File: src/rtl/vga_scan_gen.sv
// vga_scan_gen: 640x480@60 VGA raster counters with a digit-field cell locator
module vga_scan_gen #(
    parameter int CLK_DIV  = 2,
    parameter int X_OFFSET = 0,
    parameter int Y_OFFSET = 0,
    parameter int SQUARE   = 20,
    parameter int DIGITS   = 4,
    parameter int H_ACTIVE = 640,
    parameter int H_FP     = 16,
    parameter int H_SYNC   = 96,
    parameter int H_BP     = 48,
    parameter int V_ACTIVE = 480,
    parameter int V_FP     = 10,
    parameter int V_SYNC   = 2,
    parameter int V_BP     = 33
) (
    input  logic       clk,
    input  logic       reset,
    output logic       pix_tick,
    output logic [9:0] x,
    output logic [9:0] y,
    output logic       hsync,
    output logic       vsync,
    output logic       active,
    output logic       frame_start,
    output logic [7:0] frame_count,
    output logic       in_field,
    output logic [2:0] digit_pos,
    output logic [1:0] cell_col,
    output logic [2:0] cell_row
);
    localparam int HT = H_ACTIVE + H_FP + H_SYNC + H_BP;
    localparam int VT = V_ACTIVE + V_FP + V_SYNC + V_BP;
    localparam logic [15:0] HA  = 16'(H_ACTIVE);
    localparam logic [15:0] HS0 = 16'(H_ACTIVE + H_FP);
    localparam logic [15:0] HS1 = 16'(H_ACTIVE + H_FP + H_SYNC);
    localparam logic [15:0] VA  = 16'(V_ACTIVE);
    localparam logic [15:0] VS0 = 16'(V_ACTIVE + V_FP);
    localparam logic [15:0] VS1 = 16'(V_ACTIVE + V_FP + V_SYNC);
    localparam logic [15:0] XS  = 16'(X_OFFSET);
    localparam logic [15:0] XE  = 16'(X_OFFSET + DIGITS * 3 * SQUARE);
    localparam logic [15:0] YS  = 16'(Y_OFFSET);
    localparam logic [15:0] YE  = 16'(Y_OFFSET + 5 * SQUARE);
    localparam logic [15:0] SQ1 = 16'(SQUARE - 1);

    logic [2:0]  div;
    logic        adv, x_wrap, y_wrap, nin_x, nin_y, in_x, in_y, x_cont, y_cont, px_last, ly_last;
    logic [9:0]  nx, ny, px, ly, px_n, ly_n;
    logic [15:0] nx16, ny16;
    logic [1:0]  cc, cc_n;
    logic [2:0]  dp, cr, dp_n, cr_n;

    // next raster position and next sub-counter values, applied on each pixel advance
    always_comb begin
        adv     = div == 3'(CLK_DIV - 1);
        x_wrap  = x == 10'(HT - 1);
        y_wrap  = y == 10'(VT - 1);
        nx      = x_wrap ? 10'd0 : x + 10'd1;
        ny      = x_wrap ? (y_wrap ? 10'd0 : y + 10'd1) : y;
        nx16    = {6'd0, nx};
        ny16    = {6'd0, ny};
        nin_x   = nx16 >= XS && nx16 < XE;
        nin_y   = ny16 >= YS && ny16 < YE;
        x_cont  = nin_x && in_x && !x_wrap;
        y_cont  = nin_y && in_y && !y_wrap;
        px_last = {6'd0, px} == SQ1;
        ly_last = {6'd0, ly} == SQ1;
        px_n    = x_cont ? (px_last ? 10'd0 : px + 10'd1) : 10'd0;
        cc_n    = x_cont ? (px_last ? (cc == 2'd2 ? 2'd0 : cc + 2'd1) : cc) : 2'd0;
        dp_n    = x_cont ? (px_last && cc == 2'd2 ? dp + 3'd1 : dp) : 3'd0;
        ly_n    = x_wrap ? (y_cont ? (ly_last ? 10'd0 : ly + 10'd1) : 10'd0) : ly;
        cr_n    = x_wrap ? (y_cont ? (ly_last ? cr + 3'd1 : cr) : 3'd0) : cr;
    end

    // pixel divider, raster counters and all registered outputs
    always_ff @(posedge clk) begin
        if (reset) begin
            div         <= '0;
            pix_tick    <= 1'b0;
            x           <= '0;
            y           <= '0;
            hsync       <= 1'b1;
            vsync       <= 1'b1;
            active      <= 1'b0;
            frame_start <= 1'b0;
            frame_count <= '0;
            in_field    <= 1'b0;
            in_x        <= XS == 16'd0;
            in_y        <= YS == 16'd0;
            px          <= '0;
            cc          <= '0;
            dp          <= '0;
            ly          <= '0;
            cr          <= '0;
        end else begin
            div         <= adv ? 3'd0 : div + 3'd1;
            pix_tick    <= adv;
            frame_start <= adv && x_wrap && y_wrap;
            if (adv) begin
                x           <= nx;
                y           <= ny;
                hsync       <= !(nx16 >= HS0 && nx16 < HS1);
                vsync       <= !(ny16 >= VS0 && ny16 < VS1);
                active      <= nx16 < HA && ny16 < VA;
                in_field    <= nin_x && nin_y && nx16 < HA && ny16 < VA;
                frame_count <= frame_count + {7'd0, x_wrap && y_wrap};
                in_x        <= nin_x;
                in_y        <= nin_y;
                px          <= px_n;
                cc          <= cc_n;
                dp          <= dp_n;
                ly          <= ly_n;
                cr          <= cr_n;
            end
        end
    end

    assign digit_pos = in_field ? dp : 3'd0;
    assign cell_col  = in_field ? cc : 2'd0;
    assign cell_row  = in_field ? cr : 3'd0;
endmodule

File: config.mk
export PLATFORM = sky130hd
export DESIGN_NAME = vga_scan_gen
export DESIGN_NICKNAME = d
export VERILOG_FILES = /design/src/rtl/vga_scan_gen.sv
export SDC_FILE = /design/constraint.sdc
export NUM_CORES = 1
export LEC_CHECK = 0
export CORE_MARGIN = 2
export CORE_UTILIZATION = 52
export CTS_BUF_LIST = sky130_fd_sc_hd__clkbuf_8
export DETAILED_ROUTE_END_ITERATION = 10
export HOLD_SLACK_MARGIN = 0.05
export PLACE_DENSITY = 0.78
export REMOVE_ABC_BUFFERS = 1
export SYNTH_ARGS = -nofsm -noshare
export SYNTH_HDL_FRONTEND = slang
export SYNTH_SLANG_ARGS = --single-unit
File: constraint.sdc
create_clock -name clk -period 2.3 [get_ports clk]
set_input_delay 0.69 -clock clk [delete_from_list [all_inputs] [get_ports clk]]
set_output_delay 0.69 -clock clk [all_outputs]
set_load 0.1 [all_outputs]
### Yosys cells after proc, flatten, opt, wreduce, memory -nomap -nowiden

Index checks and enable logic that the tools add are counted.

* register bits after elaboration: 67
* bits in latches: 0
* bits in writable memories: 0
* memory bits (read-only): 0
* bits of input ports: 2
* output and inout bits: 42
* word-level logic and storage cells: 83
* memories kept: 0

* add/sub/neg operators: 9
* $mul: 0
* divide/modulo/power cells: 0
* order comparisons: 8
* equality and inequality tests: 9
* shifts and indexed selects: 0
* mux-type cells: 17
* bitwise logic cells: 0
* reduce and logical (&&, ||, !) cells: 23

Operators with widths (count)
* $mux W10: 7
* $add A10 B1 Y10 const B: 4
* $eq A10 B10 Y1 const B: 2
* $eq A10 B5 Y1 const B: 2
* $lt A10 B10 Y1 const B: 2
* $lt A10 B9 Y1 const B: 2
* $mux W3: 6
* $logic_and A1 B1 Y1: 14
* $ge A10 B10 Y1 const B: 1
* $ge A10 B9 Y1 const B: 1
* $lt A10 B7 Y1 const B: 1
* $lt A10 B8 Y1 const B: 1
* $add A3 B1 Y3 const B: 3
* $add A8 B1 Y8: 1
* $mux W2: 4
* $ne A2 B1 Y1 const B: 3
* $reduce_and A2 Y1: 3
* $logic_not A1 Y1: 4
* $eq A3 B1 Y1 const B: 1
* $reduce_and A3 Y1: 1
* $add A2 B1 Y2 const B: 1
* $eq A2 B2 Y1 const B: 1
* $reduce_or A2 Y1: 1

### Logic depth before layout (Yosys ltp)

* depth after elaboration: 8
* mapped depth: 11
* depth with buffers taken out: 11

### Worst setup path after synthesis

OpenSTA, ideal clock, no wires.

* path type: reg-to-reg
* start point: register x[0]
* end point: register px[9]
* data arrival time: 3.245 ns
* required time: 2.230 ns
* setup slack: -1.016 ns
* cell stages (with the launch flop): 9
* buffers on the path: 1
* period minus slack after synthesis: 3.316 ns
* cells stage by stage: dfxtp_1 ha_1 nand3_1 xnor2_1 o2111a_1 or4_1 buf_2 or4_1 a21oi_1

* cells in the longest elaborated chain, start to end: 6

Ends and longest elaborated chain
* start: declaration: line 20 `output logic [9:0] x,`
* start signal: assignment: line 100 `x <= nx;`
* $add A10 B1 Y10 / $eq A10 B10 Y1 (equally long branches): line 58, 56
* $mux W10: line 58 `nx = x_wrap ? 10'd0 : x + 10'd1;`
* $lt A10 B8 Y1: line 62 `nin_x = nx16 >= XS && nx16 < XE;`
* $logic_and A1 B1 Y1: line 64 `x_cont = nin_x && in_x && !x_wrap;`
* $logic_and A1 B1 Y1 (*): line 64
* $mux W10 (*): line 68 `px_n = x_cont ? (px_last ? 10'd0 : px + 10'd1) : 10'd0;`
* end signal: assignment: line 109 `px <= px_n;`
* end: declaration: line 48 `logic [9:0] nx, ny, px, ly, px_n, ly_n;`

Mark *: on every way between the ends. The rest lies on a longest branch, timed or not.
A chain may end at the register's enable or synchronous reset.

### Final worst setup path

* start point: register x[7]
* end point: register cc[0]

* cells in the longest elaborated chain, start to end: 7

Ends and longest elaborated chain
* $add A10 B1 Y10 / $eq A10 B10 Y1 (equally long branches): line 58, 56
* $mux W10: line 58
* $lt A10 B8 Y1: line 62
* $logic_and A1 B1 Y1: line 64
* $logic_and A1 B1 Y1 (*): line 64
* $ne A2 B1 Y1 (no line)
* $reduce_and A2 Y1 (no line)
* end signal: assignment: line 110 `cc <= cc_n;`
* end: declaration: line 50 `logic [1:0] cc, cc_n;`

Marks and branches as above.

==> flow_summary.toml <==
[setup_path]
crit_type = "flip-flop to flip-flop"
path_max_fanout = 5
worst_ep_required_time_ns = 2.59
startpoint_type = "flip-flop"
timing.rr.end = "cc[0]"
crit_arrival_ns = 2.69
rr_worst_depth = 10
critPathCaptureType = "flip-flop"
reg2reg_slack_ns = -0.10
r2r-start = "x[7]"

[sta]
worst_hold_slack_ns = 0.5016
period_minus_slack_ns = 2.404
fin_skew_ns = 0.01202
finalMaxSlewViolations = 0
timing.fmax_mhz = 415.9
fin_crit_sh_pct = 104.5
final_hold_viol_count = 0
grt_setup_unrepaired = "yes"
final-setup-viol-count = 12
layout_setup_ws_ns = -0.1045
tightest_slew_ns = 0.6627
max_slew_margin_pct = 55.73

[die]
rows = 30
dieArea_sq_um = 7762
die_w_um = 88.11
start_util_pct = 53.85
ios = 44
die-height_um = 88.11
core_area_sq_um = 6832

[place]
hpwl_mm = 7.076
dp_cells = 618
gp_congestion = 0.9200
io_buffers = 43
dp_slack_ns = -0.1962

[synth]
syn_area_per_cell_sq_um = 8.341
synthSimpleGateAreaFrac_pct = 31.73
syn_inst = 441
synth_top_family_by_area = "simple AND/OR/NAND/NOR gates"
synth_adder_area_share_pct = 4.082
yosysWarnings = 0
synthMuxAreaShare_pct = 0.5782
synthFlopType = "dfxtp_1"
synth_cell_type_count = 62
synth_seq_area_share_pct = 36.46
synth_xor_xnor_area_share_pct = 5.714
synth_edf_count = 0
synth-seq-cells = 67
synth_area_sq_um = 3679
synth-async-reset-ratio_pct = 0
synth-compound-area-share_pct = 16.39

[grt]
grt_use_total_pct = 28.77
grt_pass1_wl_mm = 17.53
grt-ovfl-total = 0
grt_pass1_vias = 3823
antenna_found_initial = 0
grt_max_degree = 31

[drt]
drc_errors = 0
vias = 4100
vias_per_cell = 6.260
ant_nets = 0
detail_route.wl_per_cell_um = 19.02
drtPass1Iterations = 5
detail_route.wirelength_mm = 12.46
drtIter0Drc = 363

[final_layout]
mostFrequentLayoutCells = "buf_4, dfxtp_1, nor2_1"
area_growth_pct = 50.41
nNetsFinal = 568
layout-drive-gt1-share_pct = 37.92
final_cells = 655
final_common_cell = "buf_4"
diodes = 0
final_core_util_pct = 80.99

[job]
drv_cap = 0

[clocking]
numCtsBuffers = 9
hold_buffers = 0
clock-root-buffer = "clkbuf_8"
clk_pin_slew_worst_paths_ns = 0.09
clock_sinks = 67
cts_tree = "done"
clkLatencyLatePin_ns = 0.36
cts.htree.levels = 3
cts.path.max_buffers = 2

[power]
p_total_uw = 2878
peakVddDrop_mv = 0.4342
power_density_nw_per_um2 = 520.2
power_leakage_uw = 0.002177

[outcome]
violations = "negative setup slack"
outcome = "finished with violations"

[hold_path]
holdPathEnd = "frame_count[7]"
min_from = "frame_count[7]"
hold_depth = 2
hp-class = "flip-flop to flip-flop"
## state kept, by name, indices dropped and copies added (netlist names), 2 cells and up
name	flops
ly	10
px	10
x	10
y	10
frame_count	8
cr	3
div	3
dp	3
cc	2
## critical path, stage by stage (launching register included)
cell and delay (ns):
dfxtp_1 0.40, nand4bb_4 0.21, or3_4 0.21, buf_6 0.13, buf_4 0.13, nand2_1 0.08, or4_4 0.54, buf_6 0.17
nor4_4 0.18, mux2i_1 0.15, nor2_1 0.13
## where the power goes
group	internal [uW]	switching, uW	total [uW]
registers	1200	43.5	1240
logic	225	380	605
clock network	508	524	1030
## metal layers
layer  part of all wire [%]  track usage, %  vias to the layer above
li1                       -               -                     1830
met1                     40           34.09                     1971
met2                     49           49.04                      235
met3                    6.8           6.126                       64
met4                    4.1           14.88                        0
met5                      0               0                        -
## cell families (layout without fill, tap and decap cells)
family          Yosys count  in the layout
compound gates           88             88
xor+xnor                 24             24
fa+ha+maj                12             12
buf+inv                  30            148
flops                    67             67
mux                       2              2
simple gates            218            218
## through the flow
step / instance area [sq um] / TNS (ns)
after floorplan: 3523 / -47.68
after global placement: 4792 / -1.144
after detailed placement: 4792 / -4.242
after CTS: 5199 / 0
after global routing: 5533 / -2.890
final: 5533 / -0.4392
## worst max-delay path by stage
| stage | from | endpoint | cells after the start | slack [ns] |
|---|---|---|---|---|
| after CTS | x[1] | ly[1] | 12 | 0.003 |
| after floorplan | x[0] | ly[2] | 8 | -1.34 |
| after global routing | x[2] | in_field | 7 | -0.35 |
| final | x[7] | cc[0] | 10 | -0.10 |
| after detailed placement | x[0] | in_field | 8 | -0.20 |
| after global placement | x[0] | ly[2] | 8 | -0.07 |
## Yosys cell counts, types with 3 or more instances
library cell  number  area (sq um)
dfxtp_1           67          1341
nor2_1            51         191.4
nand2_1           43         161.4
a21oi_1           26         130.1
nand3_1           25         125.1
nor3_1            19         95.09
o21ai_0           19         95.09
nand4_1           18         112.6
xor2_1            16         140.1
ha_1              12         150.1
and2_1            11         68.82
clkbuf_1           9         33.78
inv_1              8         30.03
xnor2_1            8         70.07
a32o_1             6         60.06
or3_1              6         37.54
a31o_2             5         43.79
a31oi_1            5         31.28
and3_1             5         31.28
buf_6              5         56.30
nor2b_1            5         31.28
nand2b_1           4         25.02
nor4_1             4         25.02
and4_1             3         26.28
buf_2              3         15.01
buf_4              3         22.52
nand3b_1           3         22.52
or3_2              3         22.52
or4_1              3         22.52
## final cells by class
class | count | area, sq um
clock inverters | 7 | 75.07
well taps | 96 | 120.1
flip-flops and latches | 67 | 1355
inverters | 8 | 30.03
fillers | 372 | 1299
repair buffers | 124 | 1350
clock buffers | 9 | 123.9
multi-input cells | 344 | 2479
## timing repair
item,4_1_cts,5_1_grt
cloned,0,1
resized for setup,37,55
setup buffers,10,12
pin swaps,17,27
setup endpoints to repair,36,38
Power figures use the tool's default switching activity.
